--- config.mk ---
export PLATFORM = sky130hd
export DESIGN_NAME = fetch_sequencer_flat
export DESIGN_NICKNAME = d
export VERILOG_FILES = /design/src/rtl/fetch_sequencer_if.sv /design/src/rtl/fetch_sequencer.sv /design/src/flat_wrapper.sv
export SDC_FILE = /design/constraint.sdc
export NUM_CORES = 1
export LEC_CHECK = 0
export ABC_AREA = 0
export CORE_UTILIZATION = 35
export DETAILED_ROUTE_END_ITERATION = 7
export PLACE_DENSITY_LB_ADDON = 0.25
export SYNTH_ARGS = -nofsm -noshare
export SYNTH_HDL_FRONTEND = slang
export SYNTH_SLANG_ARGS = --single-unit
--- constraint.sdc ---
create_clock -name clk -period 2.3 [get_ports clk]
set_input_delay 0.345 -clock clk [delete_from_list [all_inputs] [get_ports clk]]
set_output_delay 0.345 -clock clk [all_outputs]
set_load 0.1 [all_outputs]
--- src/rtl/fetch_sequencer_if.sv ---
// -----------------------------------------------------------------------------
// fetch_sequencer_if
//   Bundles the instruction-memory read port, the branch-resolution inputs and
//   the decode-side valid/ready output of the fetch sequencer.
//
//   Signals
//     imem_addr   line index into instruction memory (sequencer -> memory)
//     imem_rdata  combinational read data for imem_addr (memory -> sequencer)
//     br_valid    one-cycle branch resolution strobe
//     br_taken    branch outcome, meaningful only with br_valid
//     br_target   taken-branch byte address
//     out_valid   out_instr/out_pc hold a fetched instruction
//     out_ready   decode accepts the presented instruction this cycle
//     out_instr   registered instruction word
//     out_pc      byte address of out_instr
//
//   Modports
//     master  the fetch sequencer side
//     slave   the environment side (memory, branch unit, decode)
// -----------------------------------------------------------------------------
interface fetch_sequencer_if #(
    parameter int AW = 7
);
    logic [AW-1:0] imem_addr;
    logic [31:0]   imem_rdata;
    logic          br_valid;
    logic          br_taken;
    logic [31:0]   br_target;
    logic          out_valid;
    logic          out_ready;
    logic [31:0]   out_instr;
    logic [31:0]   out_pc;

    modport master (
        output imem_addr,
        input  imem_rdata,
        input  br_valid,
        input  br_taken,
        input  br_target,
        output out_valid,
        input  out_ready,
        output out_instr,
        output out_pc
    );

    modport slave (
        input  imem_addr,
        output imem_rdata,
        output br_valid,
        output br_taken,
        output br_target,
        input  out_valid,
        output out_ready,
        input  out_instr,
        input  out_pc
    );
endinterface

--- src/rtl/fetch_sequencer.sv ---
// -----------------------------------------------------------------------------
// fetch_sequencer
//   Single-slot instruction fetch stage. Walks the program counter through a
//   combinational instruction memory, presents one instruction at a time to
//   decode through a valid/ready handshake, follows taken-branch redirects with
//   a single bubble, and halts permanently (until rst) on an illegal fetch.
//
//   Ports
//     clk   in   single clock, all state updates on the rising edge
//     rst   in   synchronous active-high reset
//     bus   --   fetch_sequencer_if.master (imem port, branch inputs, decode output)
//     halt  out  sticky fetch-fault indicator
//
//   Parameters
//     RESET_PC    byte address of the first instruction
//     IMEM_DEPTH  instruction memory depth in words
//     AW          instruction memory line-index width
// -----------------------------------------------------------------------------
module fetch_sequencer #(
    parameter logic [31:0] RESET_PC   = 32'h0040_0000,
    parameter int          IMEM_DEPTH = 101,
    parameter int          AW         = 7
) (
    input  logic                  clk,
    input  logic                  rst,
    fetch_sequencer_if.master     bus,
    output logic                  halt
);

    typedef enum logic [1:0] {
        BOOT = 2'd0,
        RUN  = 2'd1,
        HOLD = 2'd2,
        HALT = 2'd3
    } state_e;

    localparam logic [31:0] DEPTH_W = 32'(IMEM_DEPTH);

    state_e      state_q;
    logic [31:0] pc_q;
    logic [31:0] out_instr_q;
    logic [31:0] out_pc_q;
    logic        out_valid_q;
    logic        halt_q;

    logic [31:0] pc_d;
    logic [31:0] line_idx;
    logic        fetch_fault;
    logic        redirect;
    logic        slot_free;

    // Line index is computed in full 32-bit unsigned arithmetic so that the
    // range check sees wrap-around for pc < RESET_PC; the memory only gets
    // the low AW bits.
    assign line_idx    = (pc_q - RESET_PC) >> 2;
    assign fetch_fault = (pc_q[1:0] != 2'b00) || (pc_q < RESET_PC) || (line_idx >= DEPTH_W);
    assign redirect    = bus.br_valid && bus.br_taken;
    // The output slot can take a new instruction when it is empty or when the
    // current one is being accepted on this very edge.
    assign slot_free   = !out_valid_q || bus.out_ready;
    assign pc_d        = pc_q + 32'd4;

    // NOTE: reset is sampled synchronously inside the clocked block, so it
    // only takes effect on a rising edge; all state uses non-blocking
    // assignments so every register sees pre-edge values of the others.
    always_ff @(posedge clk) begin
        if (rst) begin
            state_q     <= BOOT;
            pc_q        <= RESET_PC;
            out_valid_q <= 1'b0;
            out_instr_q <= '0;
            out_pc_q    <= '0;
            halt_q      <= 1'b0;
        end else begin
            unique case (state_q)
                BOOT: begin
                    // One idle cycle after reset; redirects are ignored here.
                    state_q <= RUN;
                end
                RUN, HOLD: begin
                    if (redirect) begin
                        // Redirect beats back-pressure: any held instruction is dropped.
                        pc_q        <= bus.br_target;
                        out_valid_q <= 1'b0;
                        state_q     <= RUN;
                    end else if (!slot_free) begin
                        state_q <= HOLD;
                    end else if (fetch_fault) begin
                        out_valid_q <= 1'b0;
                        halt_q      <= 1'b1;
                        state_q     <= HALT;
                    end else begin
                        out_instr_q <= bus.imem_rdata;
                        out_pc_q    <= pc_q;
                        out_valid_q <= 1'b1;
                        pc_q        <= pc_d;
                        state_q     <= RUN;
                    end
                end
                HALT: begin
                    // Terminal until rst.
                    state_q <= HALT;
                end
                default: state_q <= HALT;
            endcase
        end
    end

    assign bus.imem_addr = line_idx[AW-1:0];
    assign bus.out_valid = out_valid_q;
    assign bus.out_instr = out_instr_q;
    assign bus.out_pc    = out_pc_q;
    assign halt          = halt_q;

endmodule

--- src/flat_wrapper.sv ---
// flat-port wrapper written by rule: the top's interface ports become plain ports
module fetch_sequencer_flat 
#(
    parameter logic [31:0] RESET_PC   = 32'h0040_0000,
    parameter int          IMEM_DEPTH = 101,
    parameter int          AW         = 7
)
  (clk, rst, halt, bus_imem_addr, bus_imem_rdata, bus_br_valid, bus_br_taken, bus_br_target, bus_out_valid, bus_out_ready, bus_out_instr, bus_out_pc);
  fetch_sequencer_if #(.AW(AW)) bus_i ();
  input  logic clk;
  input  logic rst;
  output logic halt;
  output wire logic [$bits(bus_i.imem_addr)-1:0] bus_imem_addr;
  input wire logic [$bits(bus_i.imem_rdata)-1:0] bus_imem_rdata;
  input wire logic [$bits(bus_i.br_valid)-1:0] bus_br_valid;
  input wire logic [$bits(bus_i.br_taken)-1:0] bus_br_taken;
  input wire logic [$bits(bus_i.br_target)-1:0] bus_br_target;
  output wire logic [$bits(bus_i.out_valid)-1:0] bus_out_valid;
  input wire logic [$bits(bus_i.out_ready)-1:0] bus_out_ready;
  output wire logic [$bits(bus_i.out_instr)-1:0] bus_out_instr;
  output wire logic [$bits(bus_i.out_pc)-1:0] bus_out_pc;
  assign bus_imem_addr = bus_i.imem_addr;
  assign bus_i.imem_rdata = bus_imem_rdata;
  assign bus_i.br_valid = bus_br_valid;
  assign bus_i.br_taken = bus_br_taken;
  assign bus_i.br_target = bus_br_target;
  assign bus_out_valid = bus_i.out_valid;
  assign bus_i.out_ready = bus_out_ready;
  assign bus_out_instr = bus_i.out_instr;
  assign bus_out_pc = bus_i.out_pc;
  fetch_sequencer #(.RESET_PC(RESET_PC), .IMEM_DEPTH(IMEM_DEPTH), .AW(AW)) u_core (.clk(clk), .rst(rst), .bus(bus_i), .halt(halt));
endmodule
* Word-level counts from Yosys, hierarchy flattened
Index checks and enable logic that the tools add are counted.
Cells by class: equality and inequality tests 4, bitwise gates (word level) 2, add/subtract/negate cells 2, magnitude comparators 2, reductions and logical operators 13, multiplexer cells 10
Operators with widths (count):
- 2-to-1 mux 32 bit | 3
- adder 32 x 3 -> 32 bit, second input constant | 1
- < comparator 32 x 23 -> 1 bit, second input constant | 1
- subtractor 32 x 23 -> 32 bit, second input constant | 1
- >= comparator 30 x 7 -> 1 bit, second input constant | 1
- AND reduction 4 bit | 2
- 2-to-1 mux 2 bit | 3
- case mux 2 bit (3 select lines) | 1
- == test 2 bit, second input constant | 2
- nonzero test 2 bit | 2
- logical OR 1 bit | 3
- 2-to-1 mux 1 bit | 3
- AND reduction 3 bit | 1
- == test 2 x 1 -> 1 bit, second input constant | 1
- logical NOT 2 bit | 1
- inequality test 2 bit, second input constant | 1
- inverter 1 bit | 2
- AND reduction 2 bit | 1
- OR reduction 2 bit | 1
- logical AND 1 bit | 1
- logical NOT 1 bit | 1
Word-level totals: register bits after elaboration 100, output and inout bits 73, input port bits 69

* Logic depth before layout (Yosys ltp)
depth in word-level cells 7, gate-level depth with buffers 9

* Least setup slack after synthesis
Ideal clock, no wire load.
path type flip-flop to flip-flop, start point register u_core.state_q[0], end point register u_core.out_pc_q[0] (netlist: u_core.bus.out_pc[0]), period minus slack after synthesis 2.174 ns, required time 2.182 ns, path slack 0.126 ns, stages on the path, launching flop included 10, arrival 2.056 ns, path through dfxtp_1 > inv_1 > ha_1 > buf_2 > a21boi_0 > nand4_1 > a2111oi_2 > nor2_1 > clkbuf_1 > and2_1
Between the ends: cells in the longest elaborated chain, start to end 3
Ends and longest elaborated chain:
- start: declaration | line fetch_sequencer.sv:39 | state_e state_q;
- start signal: assignment | line fetch_sequencer.sv:68 | state_q <= BOOT;
- start signal: assignment | line fetch_sequencer.sv:78 | state_q <= RUN;
- start signal: assignment | line fetch_sequencer.sv:85 | state_q <= RUN;
- == test 2 x 1 -> 1 bit / == test 2 bit (equally long branches) | line fetch_sequencer.sv:75 | unique case (state_q)
- OR reduction 2 bit * | line fetch_sequencer.sv:75
- AND reduction 4 bit (no line) *
- end signal: assignment | line fetch_sequencer.sv:94 | out_pc_q <= pc_q;
- end: declaration | line fetch_sequencer.sv:42 | logic [31:0] out_pc_q;
Every way passes the cells marked *; elsewhere a longest branch is shown, timed or not. A chain may end at the register's enable or synchronous reset.

* Worst setup path after layout
start point register u_core.pc_q[10], end point register u_core.pc_q[19]
Between the ends: cells in the longest elaborated chain, start to end 5
Ends and longest elaborated chain:
- start: declaration | line fetch_sequencer.sv:40 | logic [31:0] pc_q;
- start signal: assignment | line fetch_sequencer.sv:83 | pc_q <= bus.br_target;
- start signal: assignment | line fetch_sequencer.sv:96 | pc_q <= pc_d;
- subtractor 32 x 23 -> 32 bit / < comparator 32 x 23 -> 1 bit (equally long branches) | line fetch_sequencer.sv:55, fetch_sequencer.sv:56
- >= comparator 30 x 7 -> 1 bit / logical OR 1 bit (equally long branches) | line fetch_sequencer.sv:56 | assign fetch_fault = (pc_q[1:0] != 2'b00) || (pc_q < RESET_PC) || (line_idx >= DEPTH_W);
- logical OR 1 bit | line fetch_sequencer.sv:56
- inequality test 2 bit (no line)
- AND reduction 3 bit (no line)
Parallel ways exist; a longest one is shown, timed or not. The select of a mux whose other input is x is not followed.

==> results.md <==
* Status: finished, final reports clean
* Synthesized area per cell at ~8.4 µm²
* Post-synth cell types at 48
* Fraction of layout instances using a drive strength above 1 at 0.2179
* Gate Count Post-Synth at 477
* Mux share of post-synthesis cell area at 0.01031
* DR vias at ~3.9k
* Overall Global Routing Usage at 0.1916
* Top FF cell, synth: dfxtp_1
* Chip Height at 109.0 µm
* # rows at 38
* Simple-gate area share of the yosys netlist at 0.2503
* Largest buffer count on any clock path at 2
* Dpl hpwl at 8384 µm
* DR pass1 iterations at 5
* Worst Path Required at approximately 2600 ps
* Remaining antenna violation count after routing at 0
* Die W at around 110 µm
* Syn nets at roughly 550
* Fmax at 445.9 MHz
* Asr flop ratio synth at 0
* Startpoint types: flop
* Yosys reg bits at 100
* Routed WL per cell at approximately 15 µm
* Adder-Cell Fraction of Synth Area at 0.01563
* Worst-margin pin slew at ~580 ps
* Relative slew margins at 0.5996
* Congestion Overflow GR at 0
* Largest family of logic cells by synthesized area: simple AND/OR/NAND/NOR gates
* Max H-tree Level at 3
* R2r worst-path depth at 6
* Final worst slack at 57.24 ps
* Critical Path Fanout Max at 6
* Fin crit share at 0.9751
* CTS tree: yes
* Pin count of the biggest net entering global routing at 36
* Worst R2R End: u_core.pc_q[19]$_SDFFE_PP0P_
* Via density at 5.031
* Clk slew on worst S/H paths at ~70 ps
* 1st-iter DRT viols at between 200 and 250
* Worst Path Arrival at around 2500 ps
* Shortest period the worst path allows at 2243 ps
* Worst Skew at between 10 and 15 ps
* DRC violations left at 0
* Pre-CTS WS at -258.4 ps
* Max Transition Viols Final at 0
* Initial antenna violation count at 0
* RR Startpoint: u_core.pc_q[10]$_SDFFE_PP0P_
* Hold endpoint: u_core.bus.out_instr[27]$_SDFFE_PP0P_
* Post-synth EDFFs at 0
* Total CTS buffers at 9
* Final hold vios at 0
* Synth Area in Compound Gates at 0.1741
* Area grow syn2layout at 47.75%
* Sink Count at 100
* Die Footprint at ~12000 µm²
* RSZ-0062 raised after global routing: false
* Final setup viols at 0
* Routability cong. at 0.8617
* Hold_ws at ~450 ps
* Worst Hold Depth at 2
* CTS Root Buffer Type: clkbuf_16
* Mapped cell area at about 4000 µm²
* Register area share after synthesis at 0.5000
* Synth Area in XOR/XNOR at 0.002187
* Critical Setup Path Class: reg2reg
* Ant diodes at 0
* Power per cell area at approximately 850 nW/µm²
* Core Area at between 10000 and 15000 µm²
* Final net count at ~710
* Setup crit end kind: flop
* Max_cap viols at 0
* Worst-skew pair later-pin latency at around 340 ps
* Vias in the first global route at between 3k and 4k
* Post-layout util at 0.5386
* Worst IR drop on VDD at between 0.0004 and 0.0005 V
* Leakage at ~2.3 nW
* Internal reg-to-reg setup slack at between 50 and 60 ps
* Final TNS setup at 0 ps
* Starting Density at 0.3645
* Routed WL at ~12000 µm
* Worst min path class: reg2reg
* Yosys warns at 0
* I/O pin cnt at 142
* PortBufs at ~140
* Origin of the worst min-delay path: u_core.bus.out_instr[27]$_SDFFE_PP0P_
* First-pass GRT wire length at ~18000 µm
[cell type report]
type,instances,area [µm²]
Fill cell,1009,5067
Sequential cell,100,2002
Multi-Input combinational cell,335,1854
Timing Repair Buffer,179,1572
Clock buffer,10,229.0
Tap cell,140,175.2
Clock inverter,6,53.80
Inverter,8,30.03
[kinds of logic (layout without fill, tap and decap cells)]
| group | Yosys count | count (layout) |
|---|---|---|
| xor gates and xnor gates | 1 | 1 |
| adders and majority gates | 5 | 5 |
| and+or+nand+nor | 219 | 219 |
| AOI/OAI and AO/OA | 106 | 106 |
| DFF | 100 | 100 |
| muxes | 4 | 4 |
| buffers and inverters | 42 | 203 |
[cell usage after synthesis, drive strengths merged, types with 2 or more instances]
| cell | count | area share |
|---|---|---|
| a2111o | 3 | 0.0084 |
| a2111oi | 3 | 0.010 |
| a211oi | 5 | 0.0094 |
| a21oi | 57 | 0.072 |
| a221oi | 2 | 0.0059 |
| a22o | 9 | 0.020 |
| a31oi | 3 | 0.0047 |
| and2 | 26 | 0.041 |
| and3 | 5 | 0.0078 |
| buf | 12 | 0.019 |
| clkbuf | 22 | 0.021 |
| dfxtp | 100 | 0.50 |
| ha | 5 | 0.016 |
| inv | 8 | 0.0075 |
| mux2i | 3 | 0.0075 |
| nand2 | 133 | 0.12 |
| nand2b | 3 | 0.0047 |
| nand3 | 6 | 0.0075 |
| nand3b | 2 | 0.0037 |
| nand4 | 9 | 0.014 |
| nor2 | 18 | 0.017 |
| nor3 | 4 | 0.0050 |
| nor4 | 6 | 0.011 |
| nor4b | 2 | 0.0059 |
| o211ai | 3 | 0.0069 |
| o21ai | 8 | 0.010 |
| o31ai | 2 | 0.0037 |
| o41ai | 4 | 0.0087 |
| or3 | 2 | 0.0031 |
| or4 | 2 | 0.0037 |
[cell usage in the layout, fill, tap and decap left out, types with 2 or more instances in the layout]
cell	count
or3_1	2
mux2i_1	3
a22o_1	9
o21ai_0	7
nand4_1	9
buf_6	2
o211ai_1	2
nor3_1	4
or4_1	2
clkbuf_16	11
nand2b_1	3
a21oi_1	56
buf_4	105
a211oi_1	5
ha_1	4
nand3_1	6
and3_1	5
o41ai_1	4
a31oi_1	3
a2111o_1	3
inv_1	8
nand2_1	133
nor4_2	2
and2_1	26
nor2_1	17
o31ai_1	2
nand3b_1	2
inv_6	3
clkdlybuf4s50_1	67
nor4_1	4
dfxtp_1	100
[flip-flops by register name (all words and copies together) (netlist names)]
| register | count |
|---|---|
| u_core.halt | 1 |
| u_core.pc_q | 32 |
| u_core.bus.out_instr | 32 |
| u_core.bus.out_pc | 32 |
| u_core.state_q | 2 |
| u_core.bus.out_valid | 1 |
[critical path, cell delays in order, from the launching register on]
cell and delay [ps]:
dfxtp_1 380, nor4_1 510, nand4_1 140, buf_4 200, a2111o_1 370, a22o_1 270, a221oi_2 280
[worst max path at each step]
stage               cells past startpoint  slack (ps)                          from                                    end
finish                                  6          60  u_core.pc_q[10]$_SDFFE_PP0P_           u_core.pc_q[19]$_SDFFE_PP0P_
global route                            8           1  u_core.pc_q[10]$_SDFFE_PP0P_  u_core.bus.out_instr[17]$_SDFFE_PP0P_
detailed placement                      8        -260                  bus_br_taken     u_core.bus.out_pc[10]$_SDFFE_PP0P_
global placement                        8        -180                  bus_br_valid      u_core.bus.out_pc[0]$_SDFFE_PP0P_
CTS                                    10          10  u_core.state_q[0]$_SDFF_PP0_  u_core.bus.out_instr[10]$_SDFFE_PP0P_
floorplan                               9         130  u_core.state_q[0]$_SDFF_PP0_      u_core.bus.out_pc[0]$_SDFFE_PP0P_
[timing repair]
action	in CTS	in global routing
pin swaps	1	3
resized for setup	4	9
endpoints found under the setup margin	63	66
hold buffers	0	0
setup buffers	0	1
gates cloned	0	2
[where the power goes]
group / internal (W) / switching (W) / total, W
logic: 0.000536 / 0.00112 / 0.00165
registers: 0.00184 / 0.0000789 / 0.00192
clock network: 0.000756 / 0.000692 / 0.00145
total: 0.00314 / 0.00189 / 0.00502
[metal layers]
layer / track usage / wire length [µm] / vias to the layer above
met3: 0.05559 / 922 / 10
li1: - / - / 1949
met5: 0 / 0 / -
met1: 0.2438 / 5150 / 1809
met2: 0.3127 / 5543 / 146
met4: 0.05695 / 111 / 0
[per-stage QoR]
step,area (µm²),std cells,total power (W)
floorplan,4004,477,0.003026
global placement,5518,759,0.003500
detailed placement,5518,759,0.003523
CTS,5814,775,0.004983
global route,5916,778,0.005233
finish,5916,778,0.005024
(Power assumes the default switching activity.)
